`src/rtl/truth_table_sweeper.sv`:
```
// truth_table_sweeper: built-in self-check sequencer for one minimized
// logic block. It sweeps every input vector, waits SETTLE_CYCLES per
// vector, and compares the block output against a golden truth table.
// Ports:
//   clk, rst          clock (rising edge), async active-high reset
//   start, abort      begin a sweep (IDLE only) / cancel a running sweep
//   dut_in, dut_out   vector driven to the block / its output F
//   busy, done        sweep running / one-cycle completion pulse
//   pass              last completed sweep had no mismatches
//   mismatch_count    number of mismatching vectors
//   first_fail_idx    lowest mismatching vector, valid when
//   first_fail_valid  is set
module truth_table_sweeper #(
    parameter int                          N_INPUTS      = 5,
    parameter logic [(1<<N_INPUTS)-1:0]    GOLDEN        = '0,
    parameter int                          SETTLE_CYCLES = 1
) (
    input  logic                clk,
    input  logic                rst,
    input  logic                start,
    input  logic                abort,
    output logic [N_INPUTS-1:0] dut_in,
    input  logic                dut_out,
    output logic                busy,
    output logic                done,
    output logic                pass,
    output logic [N_INPUTS:0]   mismatch_count,
    output logic [N_INPUTS-1:0] first_fail_idx,
    output logic                first_fail_valid
);

    localparam int SW = (SETTLE_CYCLES > 1) ? $clog2(SETTLE_CYCLES) : 1;
    localparam int CW = N_INPUTS + 1;
    localparam logic [SW-1:0]       SLAST   = SW'(SETTLE_CYCLES - 1);
    localparam logic [N_INPUTS-1:0] IDX_MAX = '1;

    typedef enum logic [1:0] {
        IDLE = 2'd0,
        RUN  = 2'd1,
        DONE = 2'd2
    } state_t;

    state_t              r_state;
    logic [N_INPUTS-1:0] r_idx;
    logic [SW-1:0]       r_settle;
    logic                r_busy;
    logic                r_done;
    logic                r_pass;
    logic [CW-1:0]       r_mcnt;
    logic [N_INPUTS-1:0] r_ffi;
    logic                r_ffv;

    logic w_miss;

    // The vector index doubles as the driven input vector.
    assign dut_in           = r_idx;
    assign busy             = r_busy;
    assign done             = r_done;
    assign pass             = r_pass;
    assign mismatch_count   = r_mcnt;
    assign first_fail_idx   = r_ffi;
    assign first_fail_valid = r_ffv;

    assign w_miss = dut_out ^ GOLDEN[r_idx];

    always_ff @(posedge clk or posedge rst) begin
        if (rst) begin
            r_state  <= IDLE;
            r_idx    <= '0;
            r_settle <= '0;
            r_busy   <= 1'b0;
            r_done   <= 1'b0;
            r_pass   <= 1'b0;
            r_mcnt   <= '0;
            r_ffi    <= '0;
            r_ffv    <= 1'b0;
        end else begin
            case (r_state)
                IDLE: begin
                    if (start) begin
                        r_state  <= RUN;
                        r_idx    <= '0;
                        r_settle <= '0;
                        r_busy   <= 1'b1;
                        r_pass   <= 1'b0;
                        r_mcnt   <= '0;
                        r_ffi    <= '0;
                        r_ffv    <= 1'b0;
                    end
                end
                RUN: begin
                    if (abort) begin
                        r_state  <= IDLE;
                        r_idx    <= '0;
                        r_settle <= '0;
                        r_busy   <= 1'b0;
                        r_pass   <= 1'b0;
                        r_mcnt   <= '0;
                        r_ffi    <= '0;
                        r_ffv    <= 1'b0;
                    end else if (r_settle < SLAST) begin
                        r_settle <= r_settle + SW'(1);
                    end else begin
                        if (w_miss) begin
                            r_mcnt <= r_mcnt + CW'(1);
                            if (!r_ffv) begin
                                r_ffi <= r_idx;
                                r_ffv <= 1'b1;
                            end
                        end
                        if (r_idx == IDX_MAX) begin
                            // Final vector: pass must include this sample.
                            r_state <= DONE;
                            r_busy  <= 1'b0;
                            r_done  <= 1'b1;
                            r_pass  <= (r_mcnt == '0) && !w_miss;
                        end else begin
                            r_idx    <= r_idx + N_INPUTS'(1);
                            r_settle <= '0;
                        end
                    end
                end
                DONE: begin
                    r_state <= IDLE;
                    r_done  <= 1'b0;
                end
                default: begin
                    r_state <= IDLE;
                    r_busy  <= 1'b0;
                    r_done  <= 1'b0;
                end
            endcase
        end
    end

endmodule

```
`config.mk`:
```
export PLATFORM = sky130hd
export DESIGN_NAME = truth_table_sweeper
export DESIGN_NICKNAME = d
export VERILOG_FILES = /design/src/rtl/truth_table_sweeper.sv
export SDC_FILE = /design/constraint.sdc
export NUM_CORES = 1
export LEC_CHECK = 0
export ABC_AREA = 1
export CAP_MARGIN = 5
export CORE_MARGIN = 4
export CORE_UTILIZATION = 46
export CTS_BUF_LIST = sky130_fd_sc_hd__clkbuf_2 sky130_fd_sc_hd__clkbuf_4 sky130_fd_sc_hd__clkbuf_8
export CTS_CLUSTER_DIAMETER = 40
export CTS_CLUSTER_SIZE = 25
export DETAILED_ROUTE_END_ITERATION = 16
export GPL_TIMING_DRIVEN = 0
export PLACE_DENSITY = 0.75
export SYNTH_ARGS = -nofsm -noshare
export SYNTH_HDL_FRONTEND = slang
export SYNTH_SLANG_ARGS = --single-unit
```
`constraint.sdc`:
```
create_clock -name clk -period 1.5 [get_ports clk]
set_clock_uncertainty 0.2 [all_clocks]
set_input_delay 0.45 -clock clk [delete_from_list [all_inputs] [get_ports clk]]
set_output_delay 0.45 -clock clk [all_outputs]
set_load 0.005 [all_outputs]
```
==> flow_metrics.tcl, run 1 <==
set metrics [dict create \
    status "finished, violations left" \
    violations "setup timing" \
    r2r-start "dut_in[1]$_DFFE_PP0P_" \
    fin_crit_ns 1.67 \
    start_util_pct 48.5 \
    r2r-end "dut_in[3]$_DFFE_PP0P_" \
    cp.depth 9 \
    rows 17 \
    max_cap_viol_count 0 \
    syn_to_final_growth_pct 51.2 \
    worstHoldPathCells 2 \
    syn_area_um2 1070 \
    dp_hpwl_mm 1.63 \
    antenna_cells 0 \
    holdPathEnd "first_fail_idx[4]$_DFFE_PP0P_" \
    boundaryPins 25 \
    holdCritPathClass "register to register" \
    setup_ws_ns -0.175 \
    async_flop_share_pct 100 \
    port_buffers 24 \
    first_iter_violations 18 \
    path_buf_inv 1 \
    vdd_drop_max_v 0.00106 \
    p_total_mw 1.97 \
    dieArea_um2 3170 \
    synth_top_cell_by_area "dfrtp_1" \
    grt_start_max_net_pins 23 \
    cts_buffers 3 \
    worstHoldStart "first_fail_idx[4]$_DFFE_PP0P_" \
    synthFlopType "dfrtp_1" \
    cp_slowest_cell "dfrtp_1" \
    path_cells "buf_6 > ha_4 > nand2_4 > nor2_4 > ha_4 > nand2_4 > nand3_2 > nor2_1 > nor2_1" \
    root_buffer "clkbuf_4" \
    yosys-top-cells-area "dfrtp_1 (51%), nand2_1 (14%), nor2_1 (6.0%), ha_1 (4.7%), o21ai_0 (4.2%)" \
    clock_path_buffers 2 \
    core_area_um2 2210 \
    synth.ff_latch_count 22 \
    avgSynthCellArea_um2 8.44 \
    worst_slew_pin_slew_ns 0.512 \
    grt-ovfl-total 0 \
    synthDistinctLibCells 17 \
    slew_headroom_pct 65.8 \
    critPathMaxFanout 5 \
    arrival_ns 1.70 \
    wl_per_cell_um 13.7 \
    cts_tree "done" \
    vias 1073 \
    setup_viol 18 \
    drive_gt1_share_pct 45.7 \
    path_class "register to register" \
    regToRegSetupSlack_ns -0.17 \
    cp-start-kind "register" \
    drcViolationCount 0 \
    synth_nets 136 \
    synth_edf_count 0 \
    netlist.area_leader.share_pct 51.3 \
    die_w_um 56.3 \
    final_max_slew_viol_count 0 \
    firstDrtPassIters 4 \
    crit_family "simple AND/OR/NAND/NOR gates" \
    hold_viol_final 0 \
    finalCritPeriodShare_pct 112 \
    ys_warn_count 0 \
    final_util_pct 73.3 \
    ant_nets 0 \
    grt_pass1_wl_mm 4.80 \
    rsz0062_at_grt "yes" \
    fmaxAchievable_mhz 597 \
    clock_latency_ns 0.32 \
    whs_ns 0.288 \
    via_per_inst 5.06 \
    place_ws_ns -0.552 \
    leakagePower_nw 0.852 \
    endpoint_kind "register" \
    nets 194 \
    antenna_found_initial 0 \
    synthTopCellsByCount "nand2_1 (39), dfrtp_1 (22), nor2_1 (17)" \
    seq_area_frac_synth_pct 51.3 \
    drt-total-wl_mm 2.91 \
    critPathMaxStageDelay_ns 0.43 \
    cts_num_sinks 22 \
    cts.clk_slew.worst_paths_ns 0.12 \
    grt_use_total_pct 19.4 \
    ctsHtreeMaxLevel 1 \
    grt_pass1_vias 1046 \
    synth_most_common_cell "nand2_1" \
    synthCells 127 \
    rr_worst_depth 9 \
    powerDensity_nw_per_um2 1210 \
    fillers 174 \
    gp_congestion 0.708 \
    die_h_um 56.3 \
    required_ns 1.52 \
]
worst min-delay path, delay by kind of cell, from the launching register on:
family           cells  cell delay, ns
and+or+nand+nor      2            0.10
DFF                  1            0.36
kinds of logic after synthesis:
group / count (synthesis) / synth area share (%)
AOI/OAI and AO/OA: 17 / 8.29
DFF: 22 / 51.3
adders and majority gates: 4 / 4.67
and+or+nand+nor: 68 / 28.7
buffers and inverters: 13 / 4.55
xor gates and xnor gates: 3 / 2.45
through the flow:
| stage | setup TNS [ns] | std cells | area (µm²) |
|---|---|---|---|
| 5_1_grt | -2.75 | 212 | 1620 |
| 2_1_floorplan | -0.0738 | 127 | 1090 |
| 6_report | -0.925 | 212 | 1620 |
| 3_3_place_gp | -13.92 | 179 | 1370 |
| 4_1_cts | -1.06 | 203 | 1520 |
| 3_5_place_dp | -15.38 | 179 | 1370 |
worst max-delay path by stage:
stage	from	to	slack, ns
after floorplan	dut_in[1]$_DFFE_PP0P_	dut_in[2]$_DFFE_PP0P_	-0.02
after global placement	abort	first_fail_idx[0]$_DFFE_PP0P_	-0.53
after detailed placement	abort	first_fail_idx[1]$_DFFE_PP0P_	-0.55
after CTS	dut_in[1]$_DFFE_PP0P_	pass$_DFFE_PP0P_	-0.14
after global routing	dut_in[1]$_DFFE_PP0P_	dut_in[3]$_DFFE_PP0P_	-0.23
final	dut_in[1]$_DFFE_PP0P_	dut_in[3]$_DFFE_PP0P_	-0.17
layout by cell type (no fill, tap or decap), types with 3 or more instances in the layout:
master,Yosys,layout
nand2_1,39,30
buf_4,0,27
dfrtp_1,22,19
buf_2,0,19
nor2_1,17,14
inv_1,12,10
o21ai_0,9,7
nand2_2,0,6
a21oi_2,0,4
nand3_1,7,4
nor2_4,2,3
nand3_2,0,3
nand2_4,0,3
clkbuf_4,0,3
dfrtp_2,0,3
layer usage:
layer	wire (µm)	vias up	part of all wire (%)	global-route usage, %
met5	0	-	0	0
met4	55	0	1.9	11.5
met3	125	5	4.3	3.91
met2	1490	31	51	31.6
met1	1240	516	43	23.7
li1	-	521	-	-
registers in the layout (all words and copies together) (netlist names):
| signal | flops |
|---|---|
| done | 1 |
| first_fail_idx | 5 |
| first_fail_valid | 1 |
| r_state | 2 |
| pass | 1 |
| busy | 1 |
| dut_in | 5 |
| mismatch_count | 6 |
area by class of cell:
type	count	area, µm²	area share, %
multi-input cells	92	578	35.6
flip-flops and latches	22	554	34.2
repair buffers	53	363	22.4
clock buffers	4	36.3	2.24
well taps	28	35.0	2.16
inverters	13	55.1	3.40
report_power, final:
part           internal [mW]  total, mW  switching, mW
logic                  0.412      0.872          0.461
clock network          0.149      0.340          0.191
registers              0.683      0.757         0.0734
timing repair:
action | 4_1_cts | 5_1_grt
hold buffers | 0 | 0
setup buffers | 20 | 9
endpoints found under the setup margin | 42 | 40
pin swaps | 13 | 5
gates resized for setup | 99 | 12
No activity file was read; power rests on OpenSTA's default activity.
==> run 2: changes to the inputs <==
--- a/config.mk
+++ b/config.mk
@@ -7,7 +7,7 @@
 export LEC_CHECK = 0
 export ABC_AREA = 1
 export CAP_MARGIN = 5
-export CORE_MARGIN = 4
+export CORE_MARGIN = 2
 export CORE_UTILIZATION = 46
 export CTS_BUF_LIST = sky130_fd_sc_hd__clkbuf_2 sky130_fd_sc_hd__clkbuf_4 sky130_fd_sc_hd__clkbuf_8
 export CTS_CLUSTER_DIAMETER = 40
==> flow_metrics.tcl, run 2 (same netlist as run 1, synthesis figures left out) <==
set metrics [dict create \
    gp_congestion 0.747 \
    final_max_slew_viol_count 0 \
    path_cells "buf_6 > ha_4 > nand2_2 > nor2_1 > ha_2 > nand2_4 > nand2_4 > buf_6 > o21ai_2" \
    endpoint_kind "register" \
    antenna_found_initial 0 \
    fmaxAchievable_mhz 583 \
    clock_path_buffers 2 \
    r2r-start "dut_in[1]$_DFFE_PP0P_" \
    arrival_ns 1.74 \
    r2r-end "dut_in[1]$_DFFE_PP0P_" \
    cp-start-kind "register" \
    vdd_drop_max_v 0.00119 \
    grt_use_total_pct 23.9 \
    cts_tree "done" \
    violations "setup timing" \
    antenna_cells 0 \
    place_ws_ns -0.591 \
    wl_per_cell_um 15.5 \
    worst_slew_pin_slew_ns 0.654 \
    status "finished, violations left" \
    vias 1135 \
    whs_ns 0.297 \
    cts.clk_slew.worst_paths_ns 0.13 \
    firstDrtPassIters 4 \
    drive_gt1_share_pct 48.7 \
    die_h_um 52.3 \
    die_w_um 52.3 \
    ant_nets 0 \
    hold_viol_final 0 \
    nets 199 \
    clock_latency_ns 0.31 \
    holdCritPathClass "input port to asynchronous set/reset pin" \
    rsz0062_at_grt "yes" \
    via_per_inst 5.23 \
    place_inst 179 \
    drcViolationCount 0 \
    setup_viol 21 \
    rr_worst_depth 9 \
    root_buffer "clkbuf_4" \
    grt_start_max_net_pins 23 \
    fin_crit_ns 1.71 \
    boundaryPins 25 \
    slew_headroom_pct 56.0 \
    dp_hpwl_mm 1.61 \
    max_cap_viol_count 0 \
    rows 17 \
    leakagePower_nw 0.904 \
    regToRegSetupSlack_ns -0.21 \
    place_area_um2 1370 \
    critPathMaxFanout 5 \
    critPathMaxStageDelay_ns 0.40 \
    cts_buffers 3 \
    path_class "register to register" \
    p_total_mw 2.32 \
    largest_reg_flops 6 \
    port_buffers 24 \
    final_area_um2 1750 \
    powerDensity_nw_per_um2 1330 \
    syn_to_final_growth_pct 62.9 \
    finalCritPeriodShare_pct 114 \
    grt-ovfl-total 0 \
    dieArea_um2 2730 \
    first_iter_violations 19 \
    layout_common_cells "nand2_1 (32), buf_4 (26), dfrtp_1 (20)" \
    cp_slowest_cell "dfrtp_1" \
    start_util_pct 48.5 \
    ctsHtreeMaxLevel 1 \
    finalNonFillerCells 217 \
    drt-total-wl_mm 3.37 \
    final_common_cell "nand2_1" \
    setup_ws_ns -0.214 \
    cts_num_sinks 22 \
    core_area_um2 2210 \
    grt_pass1_vias 1054 \
    required_ns 1.52 \
    grt_pass1_wl_mm 4.76 \
]
[run 2: cell types whose count changed in the layout (fill, tap and decap cells not counted), moves of 2 or more]
cell / delta
nand2_1: +2
o21ai_1: +3
nor2_1: -2
o21ai_0: -5
a21oi_1: -2
o21ai_2: +2
buf_12: +2
nand2_2: -3
buf_6: +4
[run 2: worst max-delay path by stage]
stage / depth (start not counted) / startpoint / endpoint
3_5_place_dp: 6 / abort / first_fail_idx[3]$_DFFE_PP0P_
3_3_place_gp: 6 / abort / first_fail_idx[0]$_DFFE_PP0P_
4_1_cts: 9 / dut_in[1]$_DFFE_PP0P_ / pass$_DFFE_PP0P_
6_report: 9 / dut_in[1]$_DFFE_PP0P_ / dut_in[1]$_DFFE_PP0P_
2_1_floorplan: 8 / dut_in[1]$_DFFE_PP0P_ / dut_in[2]$_DFFE_PP0P_
5_1_grt: 9 / dut_in[1]$_DFFE_PP0P_ / pass$_DFFE_PP0P_
[run 2: where the power goes]
| part | leakage (nW) | internal, mW | switching (mW) | total, mW |
|---|---|---|---|---|
| logic | 0.584 | 0.520 | 0.581 | 1.10 |
| clock network | 0.0279 | 0.270 | 0.188 | 0.458 |
| registers | 0.292 | 0.684 | 0.0764 | 0.760 |
| total | 0.904 | 1.47 | 0.845 | 2.32 |
[run 2: final cells by class]
cell class / count / area [µm²]
multi-input cells: 92 / 608
flip-flops and latches: 22 / 553
fillers: 149 / 465
repair buffers: 58 / 443
inverters: 13 / 55.1
well taps: 28 / 35.0
clock inverters: 1 / 30.0
clock buffers: 3 / 22.5
[run 2: what timing repair did]
action | CTS | global route
endpoints found under the hold margin | 0 | 0
setup endpoints to repair | 42 | 62
setup buffers | 23 | 11
gates resized for setup | 94 | 31
hold buffers | 0 | 0
pin swaps | 16 | 16
[run 2: worst max-delay path: cells and delay by family (launching register included)]
family                   cells  cell delay [ns]
AO/OA/AOI/OAI                1             0.04
flip-flops                   1             0.40
buffers and inverters        2             0.23
AND/OR/NAND/NOR              4             0.38
adder cells (fa/ha/maj)      2             0.36
[run 2: metrics by stage]
step / utilization, % / TNS, ns
after floorplan: - / -0.0738
after global placement: 61.9 / -13.96
after detailed placement: 61.9 / -16.05
after CTS: 71.1 / -1.45
after global routing: 79.0 / -3.81
final: 79.0 / -1.99
[run 2: metal layers]
layer | GRT usage [%] | routed length, µm | vias up
li1 | - | - | 534
met3 | 2.57 | 155 | 12
met1 | 31.0 | 1400 | 549
met5 | 0 | 0 | -
met2 | 41.0 | 1710 | 40
met4 | 8.55 | 100 | 0
